File: src/rtl/serial_subtractor.sv
// serial_subtractor
//   Multi-cycle subtractor: diff = a - b - bin over WIDTH bits, DIGIT bits per
//   clock, least significant digit first, with a registered borrow between
//   digits. Also reports the unsigned borrow-out and the signed overflow.
//
// Ports
//   clk, rst            rising-edge clock, asynchronous active-high reset
//   in_valid / in_ready operand handshake (a, b, bin); in_ready high only in IDLE
//   a, b, bin           minuend, subtrahend, borrow-in
//   out_valid/out_ready result handshake; out_valid high only in HOLD
//   diff, bout, ovf     difference, unsigned borrow-out, signed overflow
//
// Handshake semantics (both interfaces): a transfer happens on a rising edge
// where valid and ready are both high. The producer holds valid (and its data)
// until that edge; the consumer may raise or drop ready freely. Results stay on
// diff/bout/ovf after the transfer until the next operation overwrites them.
module serial_subtractor #(
  parameter int WIDTH = 8,
  parameter int DIGIT = 1
) (
  input  logic             clk,
  input  logic             rst,
  input  logic             in_valid,
  output logic             in_ready,
  input  logic [WIDTH-1:0] a,
  input  logic [WIDTH-1:0] b,
  input  logic             bin,
  output logic             out_valid,
  input  logic             out_ready,
  output logic [WIDTH-1:0] diff,
  output logic             bout,
  output logic             ovf
);

  localparam int STEPS = WIDTH / DIGIT;
  localparam int CW    = $clog2(STEPS) + 1;
  localparam logic [CW-1:0] LAST = CW'(STEPS - 1);

  typedef enum logic [1:0] {IDLE, RUN, HOLD} state_t;

  state_t           state;
  state_t           state_next;
  logic [CW-1:0]    cnt;
  logic [WIDTH-1:0] a_sh;
  logic [WIDTH-1:0] b_sh;
  logic             brw;
  logic             a_msb;
  logic             b_msb;

  logic [DIGIT:0]   step_sum;
  logic [DIGIT-1:0] step_diff;
  logic             step_brw;
  logic [WIDTH-1:0] diff_shifted;
  logic             last_step;

  // One digit of the subtraction. The extra top bit of the (DIGIT+1)-bit
  // result is set exactly when the digit result went negative, i.e. the borrow.
  assign step_sum  = {1'b0, a_sh[DIGIT-1:0]} - {1'b0, b_sh[DIGIT-1:0]}
                   - {{DIGIT{1'b0}}, brw};
  assign step_diff = step_sum[DIGIT-1:0];
  assign step_brw  = step_sum[DIGIT];
  assign last_step = (cnt == LAST);

  // New digits enter at the MSB end so that after STEPS shifts the first
  // (least significant) digit has arrived at bit 0.
  generate
    if (DIGIT == WIDTH) begin : g_single
      assign diff_shifted = step_diff;
    end else begin : g_multi
      assign diff_shifted = {step_diff, diff[WIDTH-1:DIGIT]};
    end
  endgenerate

  // State register
  always_ff @(posedge clk or posedge rst) begin
    if (rst) begin
      state <= IDLE;
    end else begin
      state <= state_next;
    end
  end

  // Next state and handshake outputs
  always_comb begin
    state_next = state;
    in_ready   = 1'b0;
    out_valid  = 1'b0;
    case (state)
      IDLE: begin
        in_ready = 1'b1;
        if (in_valid) state_next = RUN;
      end
      RUN: begin
        if (last_step) state_next = HOLD;
      end
      HOLD: begin
        out_valid = 1'b1;
        if (out_ready) state_next = IDLE;
      end
      default: state_next = IDLE;
    endcase
  end

  // Datapath
  always_ff @(posedge clk or posedge rst) begin
    if (rst) begin
      cnt   <= '0;
      a_sh  <= '0;
      b_sh  <= '0;
      brw   <= 1'b0;
      a_msb <= 1'b0;
      b_msb <= 1'b0;
      diff  <= '0;
      bout  <= 1'b0;
      ovf   <= 1'b0;
    end else if (state == IDLE) begin
      if (in_valid) begin
        a_sh  <= a;
        b_sh  <= b;
        brw   <= bin;
        cnt   <= '0;
        // Operand sign bits are kept aside: the shift registers lose them.
        a_msb <= a[WIDTH-1];
        b_msb <= b[WIDTH-1];
      end
    end else if (state == RUN) begin
      a_sh <= a_sh >> DIGIT;
      b_sh <= b_sh >> DIGIT;
      brw  <= step_brw;
      cnt  <= cnt + CW'(1);
      diff <= diff_shifted;
      if (last_step) begin
        bout <= step_brw;
        // The last digit carries the result sign bit in its top position.
        ovf  <= (a_msb ^ b_msb) & (step_diff[DIGIT-1] ^ a_msb);
      end
    end
  end

endmodule

File: config.mk
export PLATFORM = sky130hd
export DESIGN_NAME = serial_subtractor
export DESIGN_NICKNAME = d
export VERILOG_FILES = /design/src/rtl/serial_subtractor.sv
export SDC_FILE = /design/constraint.sdc
export NUM_CORES = 1
export LEC_CHECK = 0
export ABC_AREA = 1
export CAP_MARGIN = 10
export CORE_MARGIN = 1.5
export CORE_UTILIZATION = 54
export DETAILED_ROUTE_END_ITERATION = 8
export PLACE_DENSITY = 0.83
export SLEW_MARGIN = 0
export SYNTH_ARGS = -nofsm -noshare
export SYNTH_HDL_FRONTEND = slang
export SYNTH_SLANG_ARGS = --single-unit
File: constraint.sdc
create_clock -name clk -period 3.64 [get_ports clk]
set_input_delay 0.364 -clock clk [delete_from_list [all_inputs] [get_ports clk]]
set_output_delay 0.364 -clock clk [all_outputs]
set_load 0.02 [all_outputs]
==> results of run 1 <==
cell usage in the layout (no fill, tap or decap):
cell | Yosys | layout
buf_4 | 3 | 2
dfrtp_1 | 35 | 35
clkbuf_1 | 2 | 2
nand3_1 | 2 | 2
ha_1 | 1 | 1
o31ai_1 | 1 | 1
nand2_1 | 113 | 113
clkinv_2 | 0 | 1
clkdlybuf4s50_1 | 0 | 32
inv_1 | 13 | 13
inv_4 | 1 | 1
o21ai_0 | 25 | 25
o21ai_4 | 1 | 1
inv_2 | 1 | 1
o21ai_1 | 1 | 1
nor2_1 | 5 | 5
clkbuf_4 | 0 | 5
nor2_2 | 1 | 1
fa_1 | 1 | 1
path summary, 6_finish.rpt:
path / from / endpoint / slack (ns)
hold reg to reg: b_sh[3] / b_sh[3] / 0.48
hold / removal: rst / cnt[3] / 0.41
min in group clk: b_sh[3] / b_sh[3] / 0.48
setup / recovery: state[1] / out_valid / 1.52
max in group asynchronous: rst / a_sh[0] / 2.91
setup reg to reg: state[0] / bout / 1.81
layer usage:
metal	vias up	share of wire, %
met5	-	0
met4	0	1.6
met3	5	4.3
met2	26	45
met1	597	49
li1	707	-
synthesized netlist by cell type:
cell type  count
buf_2          2
buf_4          3
buf_6          2
clkbuf_1       2
dfrtp_1       35
fa_1           1
ha_1           1
inv_1         13
inv_2          1
inv_4          1
nand2_1      113
nand3_1        2
nor2_1         5
nor2_2         1
o21ai_0       25
o21ai_1        1
o21ai_4        1
o31ai_1        1
sequential cells by signal (all words and copies together) (netlist names):
register and flops:
a_msb 1, a_sh 8, b_msb 1, b_sh 8
bout 1, brw 1, cnt 4, diff 8
ovf 1, state 2
cell families (layout without fill, tap and decap cells):
kind of cell,after synthesis,count (layout),share of synthesized area [%]
compound gates,28,28,9.368
simple gates,121,121,27.95
fa+ha+maj,2,2,1.980
flops,35,35,53.31
buf+inv,24,57,7.388
worst register-to-register path, stage by stage (launching register included):
cell and delay (ns):
dfrtp_1 0.66, nand2_1 0.34, inv_1 0.35, nand2_1 0.19
nand2_1 0.10, o21ai_0 0.07
power breakdown:
group / internal, µW / switching, µW
logic: 281 / 422
clock network: 75.2 / 127
registers: 557 / 124
per-stage QoR:
stage               setup slack (ns)  cells  total power [µW]  hold slack [ns]  area (µm²)
floorplan                      2.319    210              1188           0.4426        1643
global placement               1.882    266              1376           0.4557        1954
detailed placement             1.841    266              1397           0.4597        1954
CTS                            1.495    274              1601           0.4266        2004
global route                   1.437    274              1739           0.4516        2004
finish                         1.522    274              1588           0.4105        2004
final cells by class:
class / instances / area (µm²) / area share, %
well taps: 31 / 38.79 / 1.935
repair buffers: 34 / 335.3 / 16.73
clock buffers: 7 / 45.04 / 2.247
inverters: 15 / 58.81 / 2.934
clock inverters: 1 / 5.005 / 0.2497
flip-flops and latches: 35 / 875.8 / 43.70
multi-input cells: 151 / 645.6 / 32.21
==> results_dict.tcl, run 1 <==
set metrics [dict create \
    drive_above_1_share_pct 4.938 \
    grt-busiest-layer "met2" \
    status "finished, final reports clean" \
    grt_use_met3_pct 8.259 \
    cts_hold_buf 0 \
    path_depth 3 \
    peakVddDrop_uv 491.9 \
    ys_warn_count 0 \
    final_util_pct 70.85 \
    fp.dieArea_mm2 0.003382 \
    grt_max_degree 36 \
    setup_tns_ns 0 \
    cp.buffers_inverters 2 \
    cts.sinks 35 \
    insertion_delay_ns 0.35 \
    hp-class "input pin to async pin" \
    netlist_instances 210 \
    clkTransAtPathRegs_ns 0.11 \
    synth_area_mm2 0.001643 \
    seq_area_frac_synth_pct 53.31 \
    fmaxAchievable_ghz 0.4722 \
    skew_ns 0.01387 \
    grt.met2_usage_pct 31.82 \
    std_cell_rows 19 \
    tightest_slew_ns 0.5352 \
    antenna_found_initial 0 \
    fin_crit_sh_pct 58.18 \
    wl_um 3153 \
    cts_setup_buffers 0 \
    cts_root_buf "clkbuf_4" \
    rsz0062_at_grt "no" \
    clk_path_buf_depth 2 \
    ctsHtreeMaxLevel 2 \
    hold_violations 0 \
    slowest_delay_ns 0.61 \
    use_met1_pct 27.96 \
    crit_arrival_ns 1.75 \
    postSynthNetCount 233 \
    yosysTopAreaCell "dfrtp_1" \
    drc_errors 0 \
    fin_nets 265 \
    grt_usage_pct 21.20 \
    start_kind "flop" \
    power.leakage_uw 0.001050 \
    nFillCells 238 \
    vias_per_cell 4.872 \
    relSlewSlack_pct 64.19 \
    max_cap_violations 0 \
    period_needed_ns 2.118 \
    grt_pass1_vias 1200 \
    portBuffers 32 \
    slew_violations 0 \
    crit_type "flop to output pin" \
    cp_top_family "buffers and inverters" \
    end_kind "output pin" \
    cp.required_ns 3.28 \
    vias 1335 \
    cts_buffers 5 \
    gr-total-overflow 0 \
    dr.pass1.iters 6 \
    hpwl_um 2207 \
    ys_top_cells_by_area "dfrtp_1, nand2_1, o21ai_0" \
    area_growth_pct 22.01 \
    die_height_um 58.16 \
    path_cells "inv_2 > nor2_1 > clkdlybuf4s50_1" \
    initial_utilization_pct 58.07 \
    core_mm2 0.002829 \
    crit_slowest_cell "clkdlybuf4s50_1" \
    die_w_um 58.16 \
    boundaryPins 33 \
    route.antenna.remaining_nets 0 \
    syn_area_per_cell_um2 7.823 \
    drtIter0Drc 77 \
    wire_per_inst_um 11.51 \
    post_cts_resize_count 0 \
    synthDistinctLibCells 18 \
    grt_pass1_wl_um 5250 \
    finalSetupViolations 0 \
    p_per_area_mw_per_mm2 792.0 \
    cts_tree "built" \
    ys_ff_latch 35 \
    yosys.area.top_type_share_pct 53.31 \
    antennaDiodeCount 0 \
    r2r.worst_path.cells 5 \
    worstPathMaxFanout 14 \
    gp_congestion 0.7444 \
]
No activity file was read; power rests on OpenSTA's default activity.
==> run 2, diff against run 1 <==
--- a/config.mk
+++ b/config.mk
@@ -8,9 +8,9 @@
 export ABC_AREA = 1
 export CAP_MARGIN = 10
 export CORE_MARGIN = 1.5
-export CORE_UTILIZATION = 54
+export CORE_UTILIZATION = 45
 export DETAILED_ROUTE_END_ITERATION = 8
-export PLACE_DENSITY = 0.83
+export PLACE_DENSITY = 0.74
 export SLEW_MARGIN = 0
 export SYNTH_ARGS = -nofsm -noshare
 export SYNTH_HDL_FRONTEND = slang
==> constraint.sdc (replaced) <==
create_clock -name clk -period 1.75 [get_ports clk]
set_input_delay 0.175 -clock clk [delete_from_list [all_inputs] [get_ports clk]]
set_output_delay 0.175 -clock clk [all_outputs]
set_load 0.02 [all_outputs]
==> run 2 against run 1 <==
Utilization shrank 10 points; clock-buffer cell count grew 1; die area grew 19%; sequential share of layout area shrank 1.3 points; cell count grew 6.9%; via count grew 2.5%; non-clock buffer count grew 4; wire length grew 2.2%; sequential power grew 100%; largest cell class unchanged.
==> results_dict.tcl, run 2 (synthesis gave the netlist of run 1 again) <==
set metrics [dict create \
    top_regs "a_sh (8), b_sh (8), diff (8)" \
    drive_above_1_share_pct 7.287 \
    p_per_area_mw_per_mm2 1657 \
    max_cap_violations 0 \
    cts_root_buf "clkbuf_4" \
    design_area_mm2 0.002071 \
    peakVddDrop_uv 820.3 \
    portBuffers 32 \
    drc_errors 0 \
    crit_type "flop to output pin" \
    clkTransAtPathRegs_ns 0.11 \
    setup_tns_ns 0 \
    fin_nets 269 \
    r2r.worst_path.cells 6 \
    vias_per_cell 4.672 \
    multiInputGateArea_um2 645.6 \
    dpl_cell_area_mm2 0.002003 \
    antennaDiodeCount 0 \
    dr.pass1.iters 5 \
    gr-total-overflow 0 \
    slew_violations 0 \
    gp_congestion 0.7670 \
    fp.dieArea_mm2 0.004022 \
    grt_max_degree 36 \
    die_w_um 63.42 \
    setup_slack_ns 0.2327 \
    drtIter0Drc 69 \
    status "finished, final reports clean" \
    cts_tree "built" \
    p_total_uw 3430 \
    cts.sinks 35 \
    worstPathMaxFanout 3 \
    mostFrequentLayoutCells "nand2_1, dfrtp_1, clkdlybuf4s50_1" \
    rsz0062_at_grt "no" \
    initial_utilization_pct 48.10 \
    ctsHtreeMaxLevel 2 \
    path_cells "clkdlybuf4s50_1" \
    power.leakage_uw 0.001085 \
    r2r-start "state[0]" \
    r2r-end "b_msb" \
    cp.buffers_inverters 1 \
    cts_buffers 5 \
    end_kind "output pin" \
    fmaxAchievable_ghz 0.6591 \
    crit_arrival_ns 1.34 \
    grt_usage_pct 17.43 \
    skew_ns 0.008801 \
    finalSetupViolations 0 \
    hpwl_um 2210 \
    cp_top_family "buffers and inverters" \
    grt_pass1_wl_um 5361 \
    start_kind "flop" \
    die_height_um 63.42 \
    core_mm2 0.003416 \
    r2r_slack_ns 0.34 \
    clk_path_buf_depth 2 \
    wire_per_inst_um 10.99 \
    route.antenna.remaining_nets 0 \
    relSlewSlack_pct 71.15 \
    slowest_delay_ns 0.61 \
    insertion_delay_ns 0.35 \
    hp-class "input pin to async pin" \
    cts_setup_buffers 0 \
    area_growth_pct 26.05 \
    std_cell_rows 21 \
    layout_commonest_cell "nand2_1" \
    vias 1369 \
    fin_crit_sh_pct 86.70 \
    dp_slack_ns 0.2957 \
    tightest_slew_ns 0.4328 \
    period_needed_ns 1.517 \
    wl_um 3221 \
    hold_violations 0 \
    cp.required_ns 1.57 \
    nFillCells 322 \
    grt_pass1_vias 1212 \
    crit_slowest_cell "clkdlybuf4s50_1" \
    boundaryPins 33 \
    antenna_found_initial 0 \
    seq_area_um2 877.1 \
]
run 2: timing repair:
action,CTS,global route
gates resized for setup,3,0
endpoints found under the hold margin,0,0
hold buffers,0,0
setup endpoints to repair,2,0
run 2: how the worst max path moves through the flow:
stage                   from         to  slack [ns]  cells after the start
floorplan            a_sh[0]        ovf        0.49                      7
global placement    state[1]  out_valid        0.33                      3
detailed placement  state[1]  out_valid        0.30                      3
CTS                  diff[1]    diff[1]        0.22                      1
global route         diff[4]    diff[4]        0.17                      1
finish               diff[1]    diff[1]        0.23                      1
run 2: layer usage:
| metal | vias up | wire length, µm | global-route usage (%) |
|---|---|---|---|
| met5 | - | 0 | 0 |
| met4 | 0 | 85 | 10.60 |
| met3 | 8 | 100 | 3.750 |
| met2 | 24 | 1457 | 25.66 |
| met1 | 621 | 1578 | 23.53 |
| li1 | 716 | - | - |
run 2: power by group:
group	internal, µW	leakage [µW]	switching, µW	total (µW)
clock network	236	0.0000386	275	512
registers	1160	0.000443	216	1380
logic	623	0.000604	919	1540
run 2: layout make-up:
type,count,area share (%)
Tap cell,46,2.779
Sequential cell,35,42.36
Inverter,15,2.840
Multi-Input combinational cell,151,31.18
Clock buffer,8,3.323
Timing Repair Buffer,38,17.52
run 2: through the flow:
step           instances  util (%)  hold WS, ns
2_1_floorplan        210         -       0.2712
3_3_place_gp         285     58.64       0.4572
3_5_place_dp         285     58.64       0.4620
4_1_cts              293     60.62       0.2305
5_1_grt              293     60.62       0.2699
6_report             293     60.62       0.2217
